File: src/rtl/sram_frame_arbiter_if.sv
// Bundle of requester and SRAM-side signals around the frame-store arbiter.
// slave is the arbiter's view, master is the requester/pin side.
interface sram_frame_arbiter_if;
    logic        even_frame;
    logic        vga_req;
    logic [18:0] vga_addr;
    logic        vga_gnt;
    logic [15:0] vga_rdata;
    logic        vga_rvalid;
    logic        nfc_req;
    logic        nfc_we;
    logic        nfc_front;
    logic [18:0] nfc_addr;
    logic [15:0] nfc_wdata;
    logic        nfc_gnt;
    logic [15:0] nfc_rdata;
    logic        nfc_rvalid;
    logic [19:0] SRAM_ADDRESS;
    logic        SRAM_OE_N;
    logic        SRAM_WE_N;
    logic [15:0] Data_to_SRAM;
    logic        sram_drive;
    logic [15:0] Data_from_SRAM;
    logic        busy;

    modport slave (
        input  even_frame, vga_req, vga_addr, nfc_req, nfc_we, nfc_front,
               nfc_addr, nfc_wdata, Data_from_SRAM,
        output vga_gnt, vga_rdata, vga_rvalid, nfc_gnt, nfc_rdata, nfc_rvalid,
               SRAM_ADDRESS, SRAM_OE_N, SRAM_WE_N, Data_to_SRAM, sram_drive, busy
    );

    modport master (
        output even_frame, vga_req, vga_addr, nfc_req, nfc_we, nfc_front,
               nfc_addr, nfc_wdata, Data_from_SRAM,
        input  vga_gnt, vga_rdata, vga_rvalid, nfc_gnt, nfc_rdata, nfc_rvalid,
               SRAM_ADDRESS, SRAM_OE_N, SRAM_WE_N, Data_to_SRAM, sram_drive, busy
    );
endinterface

File: src/rtl/sram_frame_arbiter.sv
// Shares one 16-bit SRAM between VGA scan-out reads and next-frame controller
// accesses on a double-buffered frame store, with bus-turnaround insertion.
//
//   state  | meaning
//   IDLE   | no access in flight, strobes high, bus released
//   ACCESS | OE_N or WE_N low for ACCESS_CYCLES cycles, address stable
//   TURN   | one dead cycle between read and write, winner already latched
module sram_frame_arbiter #(
    parameter int ACCESS_CYCLES  = 2,
    parameter int MAX_VGA_STREAK = 4
) (
    input logic             Clk,
    input logic             Reset_N,
    sram_frame_arbiter_if.slave bus
);
    localparam int SW = ($clog2(MAX_VGA_STREAK + 1) < 3) ? 3 : $clog2(MAX_VGA_STREAK + 1);
    localparam int CW = 3;

    typedef enum logic [1:0] {IDLE, ACCESS, TURN} state_t;

    state_t        state;
    logic [CW-1:0] cnt;
    logic [SW-1:0] streak;
    logic          act_nfc, act_we;
    logic          pend_nfc, pend_we;
    logic [19:0]   pend_addr;
    logic [15:0]   pend_wdata;

    logic          vga_gnt, nfc_gnt, vga_rvalid, nfc_rvalid;
    logic [15:0]   vga_rdata, nfc_rdata, data_to_sram;
    logic [19:0]   sram_address;
    logic          oe_n, we_n, drive, busy;

    logic          any_req, last_cycle, decide, start;
    logic          win_nfc, win_we, win_bank;
    logic [19:0]   win_addr;
    logic          ld_nfc, ld_we;
    logic [19:0]   ld_addr;
    logic [15:0]   ld_wdata;

    always_comb begin
        any_req    = bus.vga_req | bus.nfc_req;
        last_cycle = (state == ACCESS) && (cnt == '0);
        decide     = any_req && ((state == IDLE) || last_cycle);
        win_nfc    = bus.nfc_req && (!bus.vga_req || (streak == SW'(MAX_VGA_STREAK)));
        win_we     = win_nfc & bus.nfc_we;
        win_bank   = (win_nfc && !bus.nfc_front) ? bus.even_frame : ~bus.even_frame;
        win_addr   = {win_bank, win_nfc ? bus.nfc_addr : bus.vga_addr};
        // A direction change at the end of an access detours through TURN.
        start      = (state == TURN) || (decide && !(last_cycle && (win_we != act_we)));
        ld_nfc     = (state == TURN) ? pend_nfc   : win_nfc;
        ld_we      = (state == TURN) ? pend_we    : win_we;
        ld_addr    = (state == TURN) ? pend_addr  : win_addr;
        ld_wdata   = (state == TURN) ? pend_wdata : bus.nfc_wdata;
    end

    always_ff @(posedge Clk or negedge Reset_N) begin
        if (!Reset_N) begin
            state        <= IDLE;
            cnt          <= '0;
            streak       <= '0;
            act_nfc      <= 1'b0;
            act_we       <= 1'b0;
            pend_nfc     <= 1'b0;
            pend_we      <= 1'b0;
            pend_addr    <= '0;
            pend_wdata   <= '0;
            vga_gnt      <= 1'b0;
            nfc_gnt      <= 1'b0;
            vga_rvalid   <= 1'b0;
            nfc_rvalid   <= 1'b0;
            vga_rdata    <= '0;
            nfc_rdata    <= '0;
            sram_address <= '0;
            data_to_sram <= '0;
            oe_n         <= 1'b1;
            we_n         <= 1'b1;
            drive        <= 1'b0;
            busy         <= 1'b0;
        end else begin
            vga_gnt    <= 1'b0;
            nfc_gnt    <= 1'b0;
            vga_rvalid <= 1'b0;
            nfc_rvalid <= 1'b0;

            if (!bus.nfc_req)
                streak <= '0;
            else if (decide)
                streak <= win_nfc ? '0 : ((streak == '1) ? streak : streak + 1'b1);

            if (decide) begin
                vga_gnt    <= ~win_nfc;
                nfc_gnt    <= win_nfc;
                pend_nfc   <= win_nfc;
                pend_we    <= win_we;
                pend_addr  <= win_addr;
                pend_wdata <= bus.nfc_wdata;
            end

            if (last_cycle && !act_we) begin
                if (act_nfc) begin
                    nfc_rdata  <= bus.Data_from_SRAM;
                    nfc_rvalid <= 1'b1;
                end else begin
                    vga_rdata  <= bus.Data_from_SRAM;
                    vga_rvalid <= 1'b1;
                end
            end

            if (start) begin
                state        <= ACCESS;
                busy         <= 1'b1;
                cnt          <= CW'(ACCESS_CYCLES - 1);
                sram_address <= ld_addr;
                oe_n         <= ld_we;
                we_n         <= ~ld_we;
                drive        <= ld_we;
                act_nfc      <= ld_nfc;
                act_we       <= ld_we;
                if (ld_we)
                    data_to_sram <= ld_wdata;
            end else if (state == ACCESS) begin
                if (cnt != '0) begin
                    cnt <= cnt - 1'b1;
                end else begin
                    oe_n  <= 1'b1;
                    we_n  <= 1'b1;
                    drive <= 1'b0;
                    if (decide) begin
                        state <= TURN;
                    end else begin
                        state <= IDLE;
                        busy  <= 1'b0;
                    end
                end
            end
        end
    end

    assign bus.vga_gnt      = vga_gnt;
    assign bus.nfc_gnt      = nfc_gnt;
    assign bus.vga_rvalid   = vga_rvalid;
    assign bus.nfc_rvalid   = nfc_rvalid;
    assign bus.vga_rdata    = vga_rdata;
    assign bus.nfc_rdata    = nfc_rdata;
    assign bus.SRAM_ADDRESS = sram_address;
    assign bus.Data_to_SRAM = data_to_sram;
    assign bus.SRAM_OE_N    = oe_n;
    assign bus.SRAM_WE_N    = we_n;
    assign bus.sram_drive   = drive;
    assign bus.busy         = busy;
endmodule
File: src/flat_wrapper.sv
// flat-port wrapper written by rule: the top's interface ports become plain ports
module sram_frame_arbiter_flat 
#(
    parameter int ACCESS_CYCLES  = 2,
    parameter int MAX_VGA_STREAK = 4
)
  (Clk, Reset_N, bus_even_frame, bus_vga_req, bus_vga_addr, bus_nfc_req, bus_nfc_we, bus_nfc_front, bus_nfc_addr, bus_nfc_wdata, bus_Data_from_SRAM, bus_vga_gnt, bus_vga_rdata, bus_vga_rvalid, bus_nfc_gnt, bus_nfc_rdata, bus_nfc_rvalid, bus_SRAM_ADDRESS, bus_SRAM_OE_N, bus_SRAM_WE_N, bus_Data_to_SRAM, bus_sram_drive, bus_busy);
  sram_frame_arbiter_if bus_i ();
  input logic Clk;
  input logic Reset_N;
  input wire logic [$bits(bus_i.even_frame)-1:0] bus_even_frame;
  input wire logic [$bits(bus_i.vga_req)-1:0] bus_vga_req;
  input wire logic [$bits(bus_i.vga_addr)-1:0] bus_vga_addr;
  input wire logic [$bits(bus_i.nfc_req)-1:0] bus_nfc_req;
  input wire logic [$bits(bus_i.nfc_we)-1:0] bus_nfc_we;
  input wire logic [$bits(bus_i.nfc_front)-1:0] bus_nfc_front;
  input wire logic [$bits(bus_i.nfc_addr)-1:0] bus_nfc_addr;
  input wire logic [$bits(bus_i.nfc_wdata)-1:0] bus_nfc_wdata;
  input wire logic [$bits(bus_i.Data_from_SRAM)-1:0] bus_Data_from_SRAM;
  output wire logic [$bits(bus_i.vga_gnt)-1:0] bus_vga_gnt;
  output wire logic [$bits(bus_i.vga_rdata)-1:0] bus_vga_rdata;
  output wire logic [$bits(bus_i.vga_rvalid)-1:0] bus_vga_rvalid;
  output wire logic [$bits(bus_i.nfc_gnt)-1:0] bus_nfc_gnt;
  output wire logic [$bits(bus_i.nfc_rdata)-1:0] bus_nfc_rdata;
  output wire logic [$bits(bus_i.nfc_rvalid)-1:0] bus_nfc_rvalid;
  output wire logic [$bits(bus_i.SRAM_ADDRESS)-1:0] bus_SRAM_ADDRESS;
  output wire logic [$bits(bus_i.SRAM_OE_N)-1:0] bus_SRAM_OE_N;
  output wire logic [$bits(bus_i.SRAM_WE_N)-1:0] bus_SRAM_WE_N;
  output wire logic [$bits(bus_i.Data_to_SRAM)-1:0] bus_Data_to_SRAM;
  output wire logic [$bits(bus_i.sram_drive)-1:0] bus_sram_drive;
  output wire logic [$bits(bus_i.busy)-1:0] bus_busy;
  assign bus_i.even_frame = bus_even_frame;
  assign bus_i.vga_req = bus_vga_req;
  assign bus_i.vga_addr = bus_vga_addr;
  assign bus_i.nfc_req = bus_nfc_req;
  assign bus_i.nfc_we = bus_nfc_we;
  assign bus_i.nfc_front = bus_nfc_front;
  assign bus_i.nfc_addr = bus_nfc_addr;
  assign bus_i.nfc_wdata = bus_nfc_wdata;
  assign bus_i.Data_from_SRAM = bus_Data_from_SRAM;
  assign bus_vga_gnt = bus_i.vga_gnt;
  assign bus_vga_rdata = bus_i.vga_rdata;
  assign bus_vga_rvalid = bus_i.vga_rvalid;
  assign bus_nfc_gnt = bus_i.nfc_gnt;
  assign bus_nfc_rdata = bus_i.nfc_rdata;
  assign bus_nfc_rvalid = bus_i.nfc_rvalid;
  assign bus_SRAM_ADDRESS = bus_i.SRAM_ADDRESS;
  assign bus_SRAM_OE_N = bus_i.SRAM_OE_N;
  assign bus_SRAM_WE_N = bus_i.SRAM_WE_N;
  assign bus_Data_to_SRAM = bus_i.Data_to_SRAM;
  assign bus_sram_drive = bus_i.sram_drive;
  assign bus_busy = bus_i.busy;
  sram_frame_arbiter #(.ACCESS_CYCLES(ACCESS_CYCLES), .MAX_VGA_STREAK(MAX_VGA_STREAK)) u_core (.Clk(Clk), .Reset_N(Reset_N), .bus(bus_i));
endmodule
File: config.mk
export PLATFORM = sky130hd
export DESIGN_NAME = sram_frame_arbiter_flat
export DESIGN_NICKNAME = d
export VERILOG_FILES = /design/src/rtl/sram_frame_arbiter_if.sv /design/src/rtl/sram_frame_arbiter.sv /design/src/flat_wrapper.sv
export SDC_FILE = /design/constraint.sdc
export NUM_CORES = 1
export LEC_CHECK = 0
export BUFFER_PORTS_ARGS = -buffer_cell sky130_fd_sc_hd__buf_2
export CAP_MARGIN = 10
export CORE_MARGIN = 2
export CORE_UTILIZATION = 25
export CTS_CLUSTER_SIZE = 30
export DETAILED_ROUTE_END_ITERATION = 16
export MAX_ROUTING_LAYER = met4
export PLACE_DENSITY = 0.53
export SKIP_CTS_REPAIR_TIMING = 1
export SYNTH_ARGS = -nofsm -noshare
export SYNTH_HDL_FRONTEND = slang
export SYNTH_SLANG_ARGS = --single-unit
export TNS_END_PERCENT = 5
File: constraint.sdc
create_clock -name Clk -period 2.3 [get_ports Clk]
set_input_delay 0.46 -clock Clk [delete_from_list [all_inputs] [get_ports Clk]]
set_output_delay 0.46 -clock Clk [all_outputs]
set_load 0.05 [all_outputs]
### After elaboration in Yosys (flattened, before gate mapping)

Cells that the tools add are included.

* flip-flop bits (word level): 124
* bits of input ports: 77
* logic and storage cells: 98

* add/sub/neg operators: 2
* equal/unequal tests: 9
* mux-type cells: 34
* bitwise logic cells: 6
* reduce and logical (&&, ||, !) cells: 26

Operator list (count)
* two-way mux 3 bit: 7
* two-way mux 1 bit: 20
* two-way mux 20 bit: 1
* two-way mux 19 bit: 1
* two-way mux 16 bit: 1
* AND reduction 2 bit: 6
* two-way mux 2 bit: 4
* logical AND 1 bit: 7
* == test 3 bit (second input constant): 2
* logical NOT 1 bit: 4
* inequality test 2 x 1 -> 1 bit (second input constant): 2
* NOT 1 bit: 4
* nonzero test 2 bit: 2
* adder 3 x 1 -> 3 bit (second input constant): 1
* logical NOT 3 bit: 1
* logical OR 1 bit: 3
* inequality test 3 x 2 -> 1 bit (second input constant): 1
* AND reduction 3 bit: 1
* nonzero test 3 bit: 1
* subtractor 3 x 1 -> 3 bit (second input constant): 1
* == test 2 x 1 -> 1 bit (second input constant): 1
* == test 2 bit (second input constant): 1
* logical NOT 2 bit: 1
* inequality test 2 bit (second input constant): 1
* 3 further kinds: 3

### Longest topological paths before layout

* depth after elaboration: 11
* mapped depth: 9
* depth with buffers taken out: 8

### Worst setup path after synthesis

No wires, ideal clock.

* kind: flip-flop to flip-flop
* start: register u_core.cnt[0]
* end: register u_core.sram_address[10] (netlist: u_core.bus.SRAM_ADDRESS[10])
* library setup time: 0.127 ns
* data arrival time: 2.066 ns
* data required time: 2.173 ns
* setup slack: 0.106 ns
* cell stages (with the launch flop): 9
* buffers on the path: 1
* clock period less this slack: 2.194 ns
* cell sequence: dfrtp_1 -> inv_1 -> ha_1 -> ha_1 -> nand2b_1 -> nand3_2 -> a221oi_4 -> buf_6 -> mux2_1

* longest elaborated chain between the ends: 6
* elaborated cells on any way between the ends: 8
* those cells by class: 8 x reduce/logical

Ends and longest elaborated chain
* start, declared: line sram_frame_arbiter.sv:22 `logic [CW-1:0] cnt;`
* start signal, assigned: line sram_frame_arbiter.sv:113 `cnt <= CW'(ACCESS_CYCLES - 1);`
* start signal, assigned: line sram_frame_arbiter.sv:124 `cnt <= cnt - 1'b1;`
* logical NOT 3 bit (*): line sram_frame_arbiter.sv:43 `last_cycle = (state == ACCESS) && (cnt == '0);`
* logical AND 1 bit (*): line sram_frame_arbiter.sv:43
* logical OR 1 bit / logical AND 1 bit (equally long branches): line sram_frame_arbiter.sv:44, sram_frame_arbiter.sv:50
* logical AND 1 bit / logical NOT 1 bit (equally long branches): line sram_frame_arbiter.sv:44, sram_frame_arbiter.sv:50
* logical AND 1 bit (*): line sram_frame_arbiter.sv:50 `start = (state == TURN) || (decide && !(last_cycle && (win_we != act_we)));`
* logical OR 1 bit (*): line sram_frame_arbiter.sv:50
* end signal, assigned: line sram_frame_arbiter.sv:114 `sram_address <= ld_addr;`
* end, declared: line sram_frame_arbiter.sv:31 `logic [19:0] sram_address;`

Every way passes the cells marked *; elsewhere a longest branch is shown, timed or not.
A chain may end at the register's enable or synchronous reset.

### Worst setup path after layout

* start: register u_core.cnt[0]
* end: register u_core.sram_address[6] (netlist: u_core.bus.SRAM_ADDRESS[6])

The elaborated chain is that of the path after synthesis.

==> metrics <==
routed len/inst=13.7 microns; Max-slew headroom=67.8%; count of input and output buffers=between 150 and 200; Top cell by count, worst path=sky130_fd_sc_hd__ha_1; Die Footprint=around 23000 sq um; Final Cycle Share=between 90 and 100%; vias in the first global route=roughly 4000; total I/O pin count=roughly 150; share of layout cells above drive strength 1=around 39%; clk sink count=about 120; htree depth=4; Top delay family on crit path=adder cells; Crit Path Category=reg2reg; Seq/Total Area, Yosys=between 50% and 60%; die extent in y=150 microns; setup slack of the critical path after layout=between 150 and 200 ps; instance count after placement with tap cells included=a little under 900; net count of the finished layout=roughly 720; worst min-delay path category=in2reg; total cell area at the placement stage=roughly 6600 sq um; PD cells=between 1500 and 2000 nW/um^2; worst endpoint data arrival time=roughly 2400 ps; Most used DFF post-synth=sky130_fd_sc_hd__dfrtp_1; global placer's final weighted congestion=about 0.7; number of synthesis warnings=0; proportion of register bits with asynchronous set or reset after synthesis=between 90% and 100%; element type at the critical path start=flop; largest voltage drop on the vdd net=~540 uV; Synth Cell Area=roughly 5300 sq um; Post-synth EDFFs=0; transition time at the pin with the least slew margin=~480 ps; Worst Path Max Fanout=11; synthesized netlist net count=about 560; CP peak stage delay=between 300 and 400 ps; top library cells by usage in the layout, fill and taps aside=sky130_fd_sc_hd__buf_2 (151), sky130_fd_sc_hd__dfrtp_1 (122), sky130_fd_sc_hd__nand2_1 (93), sky130_fd_sc_hd__mux2_2 (39); post-detailed-placement half-perimeter wirelength=approximately 8.6 mm; number of buffers and inverters on the critical path=3; chain of cells forming the critical path=inv_1 -> ha_1 -> ha_1 -> nand3b_1 -> nor2_2 -> a221oi_4 -> buf_6 -> clkbuf_16 -> mux2_1; number of CTS-inserted buffers=17; initial antenna violation count=0; synthesized netlist cell count=~470; commonest non-fill, non-tap cell in the layout=sky130_fd_sc_hd__buf_2; global-route wire length before repair=20.6 mm; area inside the core boundary=about 21000 sq um; CTS tree=yes; DRC violations left=0; unrepaired setup endpoints after global routing=false; final count of pins violating max slew=0; critical path data required time=2590 ps; post-layout min period=2140 ps; result of the run=complete, no violations; maximum buffer depth of the clock tree=2; number of library cell types mapped by synthesis=between 40 and 50; area growth from synthesis to layout=35.3%; fin cells=between 900 and 1000; final-report hold violation count=0; count of endpoints failing setup in the final report=0; via count=slightly below 4000; Slowest-stage cell, CP=sky130_fd_sc_hd__dfrtp_1; clock edge transition at the registers on the reported setup and hold paths=~60 ps; post-synthesis area per instance=approximately 11 sq um; Initial Util=approximately 25%; maximum number of pins on one net before global-route repair=60; setup slack at placement=~120 ps; maximum achievable frequency=466 MHz; Total Negative Setup Slacks=0 ps; clock tree root buffer cell=sky130_fd_sc_hd__clkbuf_16; leakage power=around 0.0036 uW; category of the worst setup path capture point=flop; total routing usage reported by global routing=about an eighth; aggregate global routing overflow=0; insertion delay of the later-clocked pin in the worst-skew pair=410 ps; post-route cell area=7230 sq um; router iterations before antenna repair=4; die extent in x=150 microns; diodes inserted=0; Rows=53; number of routed nets with antenna violations=0; number of flip-flops and latches in the synthesized netlist=124; routed vias/inst=4.24; utilization after layout=between 30% and 40%; wire length reported by the detailed router=12.7 mm; Max-cap violations=0; starting DRC count in detailed routing=130; worst clock skew=8.68 ps
==> final cells by class <==
type | count | area, sq um
clock buffer | 21 | 460
multi-input combinational | 314 | 2100
clock inverter | 10 | 141
fill | 2156 | 13800
sequential | 124 | 3110
inverter | 10 | 37.5
tap | 275 | 344
timing repair buffer | 175 | 1050
==> per-layer routing <==
layer / vias to the layer above / wire length (microns) / share of wire, % / track usage [%]
met5: - / 0 / 0 / -
met3: 6 / 680 / 5.4 / 3.55
li1: 1949 / - / - / -
met1: 1869 / 6190 / 49 / 15.4
met4: 0 / 95 / 0.75 / 3.11
met2: 116 / 5730 / 45 / 19.0
==> flip-flops by register name, indices dropped and copies added, names as in the netlist, 2 cells and up <==
name	count
u_core.bus.vga_rdata	16
u_core.pend_addr	20
u_core.streak	3
u_core.bus.Data_to_SRAM	16
u_core.state	2
u_core.cnt	3
u_core.bus.nfc_rdata	16
u_core.bus.SRAM_ADDRESS	20
u_core.pend_wdata	16
==> worst paths after layout <==
check / startpoint / end / slack [ps] / cells after the start
min reg2reg: u_core.pend_wdata[1] / u_core.pend_wdata[1] / 470 / 2
max reg2reg: u_core.cnt[0] / u_core.bus.SRAM_ADDRESS[6] / 160 / 9
min in group asynchronous: Reset_N / u_core.pend_wdata[3] / 440 / 2
min: bus_nfc_wdata[3] / u_core.pend_wdata[3] / 260 / 3
max in group asynchronous: Reset_N / u_core.bus.SRAM_WE_N / 1260 / 3
max: u_core.cnt[0] / u_core.bus.SRAM_ADDRESS[6] / 160 / 9
==> kinds of logic (layout without fill, tap and decap cells) <==
logic type,count (synthesis),count (layout),synth area share [%]
AND/OR/NAND/NOR,141,141,11.1
adder cells (fa/ha/maj),5,5,1.17
AO/OA/AOI/OAI,78,78,8.63
buffers and inverters,36,216,2.99
multiplexers,88,88,17.7
flip-flops,124,124,58.1
XOR/XNOR,2,2,0.328
==> through the flow <==
stage | power, uW | hold WS (ps)
after floorplan | 7860 | 164
after global placement | 9230 | 315
after detailed placement | 9310 | 316
after CTS | 12100 | -129
after global routing | 12900 | 244
final | 12000 | 257
==> worst register-to-register path, stage by stage (launching register included) <==
cell	delay [ps]
sky130_fd_sc_hd__dfrtp_1	350
sky130_fd_sc_hd__inv_1	50
sky130_fd_sc_hd__ha_1	190
sky130_fd_sc_hd__ha_1	230
sky130_fd_sc_hd__nand3b_1	200
sky130_fd_sc_hd__nor2_2	100
sky130_fd_sc_hd__a221oi_4	260
sky130_fd_sc_hd__buf_6	160
sky130_fd_sc_hd__clkbuf_16	170
sky130_fd_sc_hd__mux2_1	320
==> power by group <==
part | total, uW | internal (uW) | switching [uW]
combinational | 5530 | 1700 | 3830
clock | 2720 | 1760 | 962
sequential | 3790 | 3250 | 542
total | 12000 | 6700 | 5330
==> cell usage after synthesis, drive strengths merged (2+ instances only) <==
| cell type | number | area, sq um |
|---|---|---|
| and3 | 2 | 17.5 |
| and2 | 3 | 18.8 |
| inv | 10 | 37.5 |
| nor2 | 26 | 97.6 |
| o21ai | 40 | 200 |
| nand3b | 2 | 15.0 |
| mux2i | 36 | 360 |
| nand3 | 5 | 30.0 |
| nand2 | 94 | 355 |
| nor2b | 3 | 18.8 |
| dfrtp | 122 | 3050 |
| a31oi | 2 | 12.5 |
| buf | 12 | 70.1 |
| mux2 | 52 | 586 |
| nand2b | 2 | 12.5 |
| clkbuf | 14 | 52.6 |
| a21oi | 23 | 115 |
| ha | 5 | 62.6 |
| nor3 | 2 | 15.0 |
| dfstp | 2 | 52.6 |
| o21a | 3 | 22.5 |
No activity file was read; power rests on OpenSTA's default activity.
